==> config.mk <==
export PLATFORM = sky130hd
export DESIGN_NAME = bcd_scan_counter
export DESIGN_NICKNAME = d
export VERILOG_FILES = /design/src/rtl/bcd_scan_pkg.sv /design/src/rtl/quad_decoder.sv /design/src/rtl/bcd_scan_counter.sv
export SDC_FILE = /design/constraint.sdc
export NUM_CORES = 1
export LEC_CHECK = 0
export CAP_MARGIN = 15
export CELL_PAD_IN_SITES_DETAIL_PLACEMENT = 0
export CELL_PAD_IN_SITES_GLOBAL_PLACEMENT = 1
export CORE_UTILIZATION = 49
export CTS_CLUSTER_DIAMETER = 50
export CTS_CLUSTER_SIZE = 12
export DETAILED_ROUTE_END_ITERATION = 6
export GPL_TIMING_DRIVEN = 0
export PLACE_DENSITY_LB_ADDON = 0.1
export SLEW_MARGIN = 15
export SYNTH_ARGS = -nofsm -noshare
export SYNTH_HDL_FRONTEND = slang
export SYNTH_SLANG_ARGS = --single-unit
==> constraint.sdc <==
create_clock -name clk -period 2.9 [get_ports clk]
set_input_delay 0.29 -clock clk [delete_from_list [all_inputs] [get_ports clk]]
set_output_delay 0.29 -clock clk [all_outputs]
set_load 0.005 [all_outputs]
==> src/rtl/bcd_scan_pkg.sv <==
// Shared seven-segment constants, the BCD digit type and the digit-to-segment decoder.
// Segment order is {a,b,c,d,e,f,g}, active-low.
package bcd_scan_pkg;

  typedef logic [3:0] bcd_digit_t;

  localparam logic [6:0] SEG_0     = 7'b0000001;
  localparam logic [6:0] SEG_1     = 7'b1001111;
  localparam logic [6:0] SEG_2     = 7'b0010010;
  localparam logic [6:0] SEG_3     = 7'b0000110;
  localparam logic [6:0] SEG_4     = 7'b1001100;
  localparam logic [6:0] SEG_5     = 7'b0100100;
  localparam logic [6:0] SEG_6     = 7'b0100000;
  localparam logic [6:0] SEG_7     = 7'b0001111;
  localparam logic [6:0] SEG_8     = 7'b0000000;
  localparam logic [6:0] SEG_9     = 7'b0000100;
  localparam logic [6:0] SEG_BLANK = 7'b1111111;

  function automatic logic [6:0] seg7(input bcd_digit_t d);
    case (d)
      4'd0:    return SEG_0;
      4'd1:    return SEG_1;
      4'd2:    return SEG_2;
      4'd3:    return SEG_3;
      4'd4:    return SEG_4;
      4'd5:    return SEG_5;
      4'd6:    return SEG_6;
      4'd7:    return SEG_7;
      4'd8:    return SEG_8;
      4'd9:    return SEG_9;
      default: return SEG_BLANK;
    endcase
  endfunction

endpackage

==> src/rtl/quad_decoder.sv <==
// Quadrature front end: 2-flop synchroniser on {a,b} plus a previous-state register;
// a single Gray step forward pulses up, a single step backward pulses down.
module quad_decoder (
  input  logic clk,
  input  logic reset,
  input  logic quad_a,
  input  logic quad_b,
  output logic up,
  output logic down
);

  logic [1:0] sync1_q, sync2_q, prev_q;

  always_ff @(posedge clk or posedge reset) begin
    if (reset) begin
      sync1_q <= 2'b00;
      sync2_q <= 2'b00;
      prev_q  <= 2'b00;
    end else begin
      sync1_q <= {quad_a, quad_b};
      sync2_q <= sync1_q;
      prev_q  <= sync2_q;
    end
  end

  // Double-bit changes and idle both fall through to no step.
  always_comb begin
    up   = 1'b0;
    down = 1'b0;
    unique case ({prev_q, sync2_q})
      4'b00_01, 4'b01_11, 4'b11_10, 4'b10_00: up   = 1'b1;
      4'b01_00, 4'b11_01, 4'b10_11, 4'b00_10: down = 1'b1;
      default: ;
    endcase
  end

endmodule

==> src/rtl/bcd_scan_counter.sv <==
// Encoder-driven BCD counter with multiplexed seven-segment scan and button-set PWM brightness.
// Define BCD_SCAN_BLANK_EN to blank leading-zero digits on the display.
module bcd_scan_counter
  import bcd_scan_pkg::*;
#(
  parameter int unsigned DIGITS   = 3,
  parameter int unsigned PWM_BITS = 4,
  parameter int unsigned SCAN_DIV = 1000,
  parameter int unsigned BTN_DIV  = 500000,
  localparam int unsigned SelW    = (DIGITS > 1) ? $clog2(DIGITS) : 1
) (
  input  logic                  clk,
  input  logic                  reset,
  input  logic                  quad_a,
  input  logic                  quad_b,
  input  logic                  led_brighter,
  input  logic                  led_dimmer,
  output logic [4*DIGITS-1:0]   count_bcd,
  output logic [SelW-1:0]       sel,
  output logic [6:0]            seg_digits,
  output logic                  pwm,
  output logic                  en,
  output logic                  en_n
);

  localparam int unsigned ScanW = $clog2(SCAN_DIV);
  localparam int unsigned BtnW  = $clog2(BTN_DIV);
  localparam logic [PWM_BITS-1:0] DutyInit = PWM_BITS'(1 << (PWM_BITS - 1));

  logic                step_up, step_down;
  logic [4*DIGITS-1:0] count_q, count_d;
  logic [SelW-1:0]     sel_q, sel_d;
  logic [ScanW-1:0]    scan_div_q, scan_div_d;
  logic [BtnW-1:0]     btn_div_q, btn_div_d;
  logic [PWM_BITS-1:0] duty_q, duty_d, pwm_cnt_q, pwm_cnt_d;
  logic                pwm_q, pwm_d;
  logic [1:0]          btn_s1_q, btn_s2_q;  // {brighter, dimmer}, active-low
  logic                btn_tick;
  logic                carry, borrow;
  bcd_digit_t          digit, cur_digit;

  quad_decoder u_quad (
    .clk    (clk),
    .reset  (reset),
    .quad_a (quad_a),
    .quad_b (quad_b),
    .up     (step_up),
    .down   (step_down)
  );

  // Ripple carry/borrow from digit 0 upward; a 9 (or 0) passes the carry on.
  always_comb begin
    count_d = count_q;
    carry   = step_up;
    borrow  = step_down;
    digit   = '0;
    for (int i = 0; i < DIGITS; i++) begin
      digit = count_q[4*i +: 4];
      if (carry) begin
        if (digit == 4'd9) begin
          count_d[4*i +: 4] = 4'd0;
        end else begin
          count_d[4*i +: 4] = digit + 4'd1;
          carry = 1'b0;
        end
      end else if (borrow) begin
        if (digit == 4'd0) begin
          count_d[4*i +: 4] = 4'd9;
        end else begin
          count_d[4*i +: 4] = digit - 4'd1;
          borrow = 1'b0;
        end
      end
    end
  end

  always_comb begin
    scan_div_d = scan_div_q + 1'b1;
    sel_d      = sel_q;
    if (scan_div_q == ScanW'(SCAN_DIV - 1)) begin
      scan_div_d = '0;
      sel_d      = (sel_q == SelW'(DIGITS - 1)) ? '0 : sel_q + 1'b1;
    end
  end

  always_comb begin
    btn_div_d = (btn_div_q == BtnW'(BTN_DIV - 1)) ? '0 : btn_div_q + 1'b1;
    btn_tick  = (btn_div_q == BtnW'(BTN_DIV - 1));
    duty_d    = duty_q;
    if (btn_tick) begin
      if (!btn_s2_q[1] && btn_s2_q[0] && (duty_q != '1)) begin
        duty_d = duty_q + 1'b1;
      end else if (btn_s2_q[1] && !btn_s2_q[0] && (duty_q != '0)) begin
        duty_d = duty_q - 1'b1;
      end
    end
    pwm_cnt_d = pwm_cnt_q + 1'b1;
    pwm_d     = (pwm_cnt_q < duty_q);
  end

  always_ff @(posedge clk or posedge reset) begin
    if (reset) begin
      count_q    <= '0;
      sel_q      <= '0;
      scan_div_q <= '0;
      btn_div_q  <= '0;
      duty_q     <= DutyInit;
      pwm_cnt_q  <= '0;
      pwm_q      <= 1'b0;
      btn_s1_q   <= 2'b00;
      btn_s2_q   <= 2'b00;
    end else begin
      count_q    <= count_d;
      sel_q      <= sel_d;
      scan_div_q <= scan_div_d;
      btn_div_q  <= btn_div_d;
      duty_q     <= duty_d;
      pwm_cnt_q  <= pwm_cnt_d;
      pwm_q      <= pwm_d;
      btn_s1_q   <= {led_brighter, led_dimmer};
      btn_s2_q   <= btn_s1_q;
    end
  end

`ifdef BCD_SCAN_BLANK_EN
  logic seen_nz, cur_blank;

  // Walk from the most significant digit; a digit is blank until a nonzero one has appeared.
  always_comb begin
    cur_digit = '0;
    cur_blank = 1'b0;
    seen_nz   = 1'b0;
    for (int i = DIGITS - 1; i >= 0; i--) begin
      if (count_q[4*i +: 4] != 4'd0) seen_nz = 1'b1;
      if (sel_q == SelW'(i)) begin
        cur_digit = count_q[4*i +: 4];
        cur_blank = !seen_nz && (i != 0);
      end
    end
  end

  assign seg_digits = cur_blank ? SEG_BLANK : seg7(cur_digit);
`else
  always_comb begin
    cur_digit = '0;
    for (int i = 0; i < DIGITS; i++) begin
      if (sel_q == SelW'(i)) cur_digit = count_q[4*i +: 4];
    end
  end

  assign seg_digits = seg7(cur_digit);
`endif

  assign count_bcd = count_q;
  assign sel       = sel_q;
  assign pwm       = pwm_q;
  assign en        = 1'b1;
  assign en_n      = 1'b0;

endmodule
---- After elaboration in Yosys (flattened, before gate mapping) ----
Memories as Yosys holds them, arrays and structs flattened.
Index checks and enable logic that the tools add are counted.
operators by class
  $add $sub $neg .......................... 12
  order comparisons ....................... 1
  reduce and logical (&&, ||, !) cells .... 18
  mux-type cells .......................... 32
  equal/unequal tests ..................... 16
operators with widths
  operator                                                             number
  4-bit 2-to-1 mux                                                     17
  4-bit == test (second input constant)                                7
  4-bit by 1-bit adder with 4-bit output (second input constant)       5
  19-bit by 1-bit adder with 19-bit output (second input constant)     1
  19-bit == test (second input constant)                               1
  19-bit 2-to-1 mux                                                    1
  4-bit by 1-bit subtractor with 4-bit output (second input constant)  4
  4-bit logical NOT                                                    3
  1-bit 2-to-1 mux                                                     12
  10-bit by 1-bit adder with 10-bit output (second input constant)     1
  10-bit == test (second input constant)                               1
  10-bit 2-to-1 mux                                                    1
  4-bit by 3-bit == test with 1-bit output (second input constant)     2
  2-bit nonzero test                                                   4
  4-bit OR reduction                                                   2
  4-bit by 1-bit == test with 1-bit output (second input constant)     1
  4-bit by 2-bit == test with 1-bit output (second input constant)     1
  1-bit logical AND                                                    4
  4-bit < comparator                                                   1
  4-bit inequality test (second input constant)                        1
  4-bit nonzero test                                                   1
  2-bit by 1-bit adder with 2-bit output (second input constant)       1
  2-bit by 1-bit == test with 1-bit output (second input constant)     1
  2-bit == test (second input constant)                                1
  other kinds (4)                                                      5
storage, ports and cells
  memories kept ........................... 1
  ROM bits ................................ 112
  bits in registers ....................... 62
  output and inout bits ................... 24
  bits of input ports ..................... 6
memory list
  name              words  bits a word  read ports  clocked after memory_dff  write ports  RTL line            RTL
  (name not given)  16     7            1           0                         0            bcd_scan_pkg.sv:20  case (d)

---- Longest topological paths before layout ----
  depth in word-level cells ............... 9
  mapped depth ............................ 8
  gate-level depth less buffers ........... 8

---- Cells and area by module ----
A second synthesis with hierarchy kept.
second synthesis, totals
  cell total of the unflattened synthesis .. 336
  area total of the unflattened synthesis .. 3304.4 um^2
modules (own cells, without submodules)
  module            area each (um^2)  times used  cells each
  bcd_scan_counter  3123.0            1           325
  quad_decoder      181.4             1           11

---- Worst setup path before layout ----
Ideal clock, no wire load.
  path type ............................... reg-to-output
  from .................................... register sel_q[1], in the netlist sel[1]
  to ...................................... output port seg_digits[2]
  arrival time ............................ 1860 ps
  cell stages (with the launch flop) ...... 8
  path buffers ............................ 1
  path slack .............................. 750 ps
  cells stage by stage .................... dfrtp_1 > clkbuf_1 > nand2_1 > o22ai_1 > inv_1 > ha_1 > mux2_2 > a22oi_1
on the way
  cells in the longest elaborated chain, start to end .. 5
RTL lines
  element                         RTL line                 RTL
  start: declaration              bcd_scan_counter.sv:32   logic [SelW-1:0] sel_q, sel_d;
  start signal: assignment        bcd_scan_counter.sv:114  sel_q <= sel_d;
  2-bit logical NOT               bcd_scan_counter.sv:147  if (sel_q == SelW'(i)) cur_digit = count_q[4*i +: 4];
  4-bit 2-to-1 mux (2 in series)  bcd_scan_counter.sv:147
  4-bit 2-to-1 mux *              bcd_scan_counter.sv:147
  memory read 16 x 7 bit *        n/a
  end: declaration                bcd_scan_counter.sv:20   output logic [6:0] seg_digits,
Every way passes the cells marked *; elsewhere a longest branch is shown, timed or not.

---- Worst setup path in the final report ----
  from .................................... register sel_q[0], in the netlist sel[0]
  to ...................................... output port seg_digits[3]
Same word-level chain as after synthesis.

==> metrics.md <==
| Metric | Value |
|---|---|
| RSZ-0062 raised after global routing | false |
| Largest net degree at the start of global routing | 57 |
| Ant diodes | 0 |
| Number of synthesized register bits | 62 |
| Reg-to-Reg Start | duty_q[0] |
| Clock latency at the later pin of the worst-skew pair | 0.34 ns |
| CP top delay family | buffers and inverters |
| Final core occ | around three fifths |
| CTS H-tree depth | 3 |
| Initial antenna violation count | 0 |
| Die ar. | a little over 7000 um^2 |
| DRT antenna net count | 0 |
| Crit path capture | seg_digits[3] |
| Area Overhead vs Synth | 19.5% |
| Overflow after GRT | 0 |
| Wire length per cell | around 13 um |
| Grt met1 use | 27.3% |
| Violated checks | DRC |
| Fmax | 361 MHz |
| Worst-path fanout max | 10 |
| CTS tree | yes |
| Total I/O pin count | 30 |
| Post-Route WL | 5890 um |
| Clk sinks | 62 |
| DR pass1 iterations | 6 |
| Top cell type by total area after synthesis | dfrtp_1 |
| Post-synth EDFFs | 0 |
| Crit path buf inv count | 3 |
| Share of cells above drive strength 1 | 12.6% |
| Top Usage Layer GRT | met2 |
| Warnings from Yosys | 0 |
| Port bufs | 27 |
| Die height | 84.8 um |
| Post-placement cell count | 441 |
| Max Cap Violations | 0 |
| Slowest stage delay, CP | 0.47 ns |
| Leakage Power | 1.76 nW |
| Synth Flop Type | dfrtp_1 |
| Area contributors post-synth | dfrtp_1 45%, xor2_1 6.8%, ha_1 5.2% |
| Fin crit period | 2.77 ns |
| Depth of the most critical reg-to-reg path | 8 |
| Netlist cell types | 56 |
| Final Skew | 0.0115 ns |
| DRC Markers | 1 |
| Worst R2R Setup Slack | 0.86 ns |
| DRT iter0 DRCs | 144 |
| Cell Rows | 29 |
| Slowest cell on crit path | clkdlybuf4s50_1 |
| Final setup fails | 0 |
| Nature of the critical path endpoint | output pin |
| CP Launch Type | flop |
| Syn Inst Count | 336 |
| TritonCTS Buffers | 9 |
| Syn_area_per_cell | 10.0 um^2 |
| Commonest non-fill, non-tap cells in the layout | 60 x dfrtp_1, 32 x nor2_1, 26 x xor2_1, 26 x clkdlybuf4s50_1, 24 x nand2_1 |
| Initial core utilization | 51.7% |
| Root Driver | clkbuf_8 |
| Cell depth of the worst setup path | 9 |
| Slew @ Worst Pin | between 1 and 1.5 ns |
| GP Congestion | 0.813 |
| Worst Path Required | approximately 2.6 ns |
| First-pass GRT wire length | roughly 11000 um |
| Post-route clock period utilization | 95.4% |
| Peak supply drop | 606 uV |
| Pwr dens | 738 nW/um^2 |
| Vias | 2418 |
| Post-synth ARST share | 100% |
| CTS Buffer Depth | 2 |
| M2 GR Usage | between 20 and 30% |
| Crit path from | sel[0] |
| Crit-path cells | buf_4 > mux2i_2 > nor2_2 > a31oi_4 > inv_1 > ha_1 > o21bai_1 > a22oi_1 > clkdlybuf4s50_1 |
| Die X | 84.8 um |
| Slew margin rel. | around 30% |
| Outcome | finished, violations left |
| Seq/Total Area, Yosys | between 40% and 50% |
| WS Path Type | reg2out |
| Global routing usage on met3 | around 3.5% |
| Max Slew Vio Count | 0 |
| Core ar. | between 6000 and 7000 um^2 |
| Syn Nets | 357 |
| Worst min-delay path category | in2async |
| Vias/cell | 5.28 |
| GRT Total Usage | a little under a fifth |
| Final #Nets | 397 |
| Synth top area share | 45.4% |
| Post-DP HPWL | 4040 um |
| Most common cell after layout, fill and taps aside | dfrtp_1 |
| Critical Path AT | 2.48 ns |
| Reg clk slew, reported paths | 0.08 ns |
| R2R Path End | duty_q[3] |
| Final hold violations | 0 |
| Vias in the first global route | about 2300 |
| Mapped Area | around 3400 um^2 |
| Cell Count, Final, Fillers Out | 458 |
==> sequential cells by signal, indices dropped and copies added (netlist names) <==
register	count
btn_div_q	19
btn_s1_q	2
btn_s2_q	2
count_bcd	12
duty_q	4
pwm	1
pwm_cnt_q	4
scan_div_q	10
sel	2
u_quad.prev_q	2
u_quad.sync1_q	2
u_quad.sync2_q	2
==> cells by family (layout without fill, tap and decap cells) <==
family                     count (synthesis)  after routing  synth area share (%)
AOI/OAI and AO/OA                         52             52                  10.7
xor gates and xnor gates                  42             42                  10.9
adders and majority gates                 15             15                  5.81
buffers and inverters                     34             79                  4.47
DFF                                       62             62                  46.2
muxes                                     11             11                  3.31
other                                      2              2                 0.224
and+or+nand+nor                          118            118                  18.4
==> per-layer routing <==
layer	vias up	share of wire, %
met5	-	0
li1	1238	-
met3	7	3.3
met1	1139	53
met2	34	43
met4	0	1.2
==> worst register-to-register path: stages, from the launching register on <==
cell     delay (ns)
dfrtp_1        0.47
a41oi_1        0.27
nand2_1        0.22
ha_1           0.33
a21o_1         0.15
a21oi_1        0.17
xnor2_1        0.14
nand2_1        0.08
xnor2_1        0.15
==> metrics by stage <==
step / cell area, um^2 / TNS (ns) / hold slack, ns / setup slack [ns] / total power [W]
global placement: 3730 / -2.38 / 0.332 / -0.0422 / 0.00213
detailed placement: 3760 / -0.0172 / 0.337 / -0.0172 / 0.00214
floorplan: 3360 / 0 / 0.321 / 0.750 / 0.00169
global route: 4010 / 0 / 0.174 / 0.00281 / 0.00318
finish: 4010 / 0 / 0.179 / 0.133 / 0.00296
CTS: 3990 / 0 / 0.168 / 0.0280 / 0.00297
==> report_power, final <==
part	total, W	switching (W)	internal, W
combinational	0.00116	0.000557	0.000602
clock	0.000787	0.000380	0.000407
sequential	0.00102	0.0000724	0.000943
total	0.00296	0.00101	0.00195
==> cells in the mapped netlist, types with 3 or more instances <==
library cell and count:
nand4_1 11, nor2_1 33, inv_1 17, a22oi_1 3
nand2_1 24, nor2b_1 5, a21oi_1 14, dfrtp_1 61
and3_1 3, mux2i_1 10, clkbuf_1 8, nand3_1 14
nor3_1 8, buf_4 3, o21ai_0 12, buf_2 3
xor2_1 26, a31oi_1 5, ha_1 14, xnor2_1 16
==> how the worst min path moves through the flow <==
| stage | from | end | slack (ns) | cells past startpoint |
|---|---|---|---|---|
| 2_1_floorplan | led_dimmer | btn_s1_q[0] | 0.32 | 0 |
| 3_3_place_gp | u_quad.sync1_q[0] | u_quad.sync2_q[0] | 0.33 | 0 |
| 3_5_place_dp | btn_s1_q[0] | btn_s2_q[0] | 0.34 | 0 |
| 4_1_cts | reset | scan_div_q[9] | 0.17 | 2 |
| 5_1_grt | reset | scan_div_q[9] | 0.17 | 2 |
| 6_report | reset | scan_div_q[9] | 0.18 | 2 |
==> area by class of cell <==
class | instances | area, um^2
sequential | 62 | 1550
buffer | 15 | 85.1
multi-input combinational | 240 | 1680
fill | 535 | 2480
clock buffer | 9 | 124
clock inverter | 7 | 81.3
inverter | 17 | 66.3
tap | 77 | 96.3
timing repair buffer | 31 | 323
==> what timing repair did <==
item | in CTS | in global routing
gates resized for setup | 6 | 6
endpoints found under the setup margin | 7 | 5
gates cloned | 0 | 0
pin swaps | 1 | 0
hold buffers | 0 | 0
buffers inserted | 1 | 2
No activity file was read; power rests on OpenSTA's default activity.
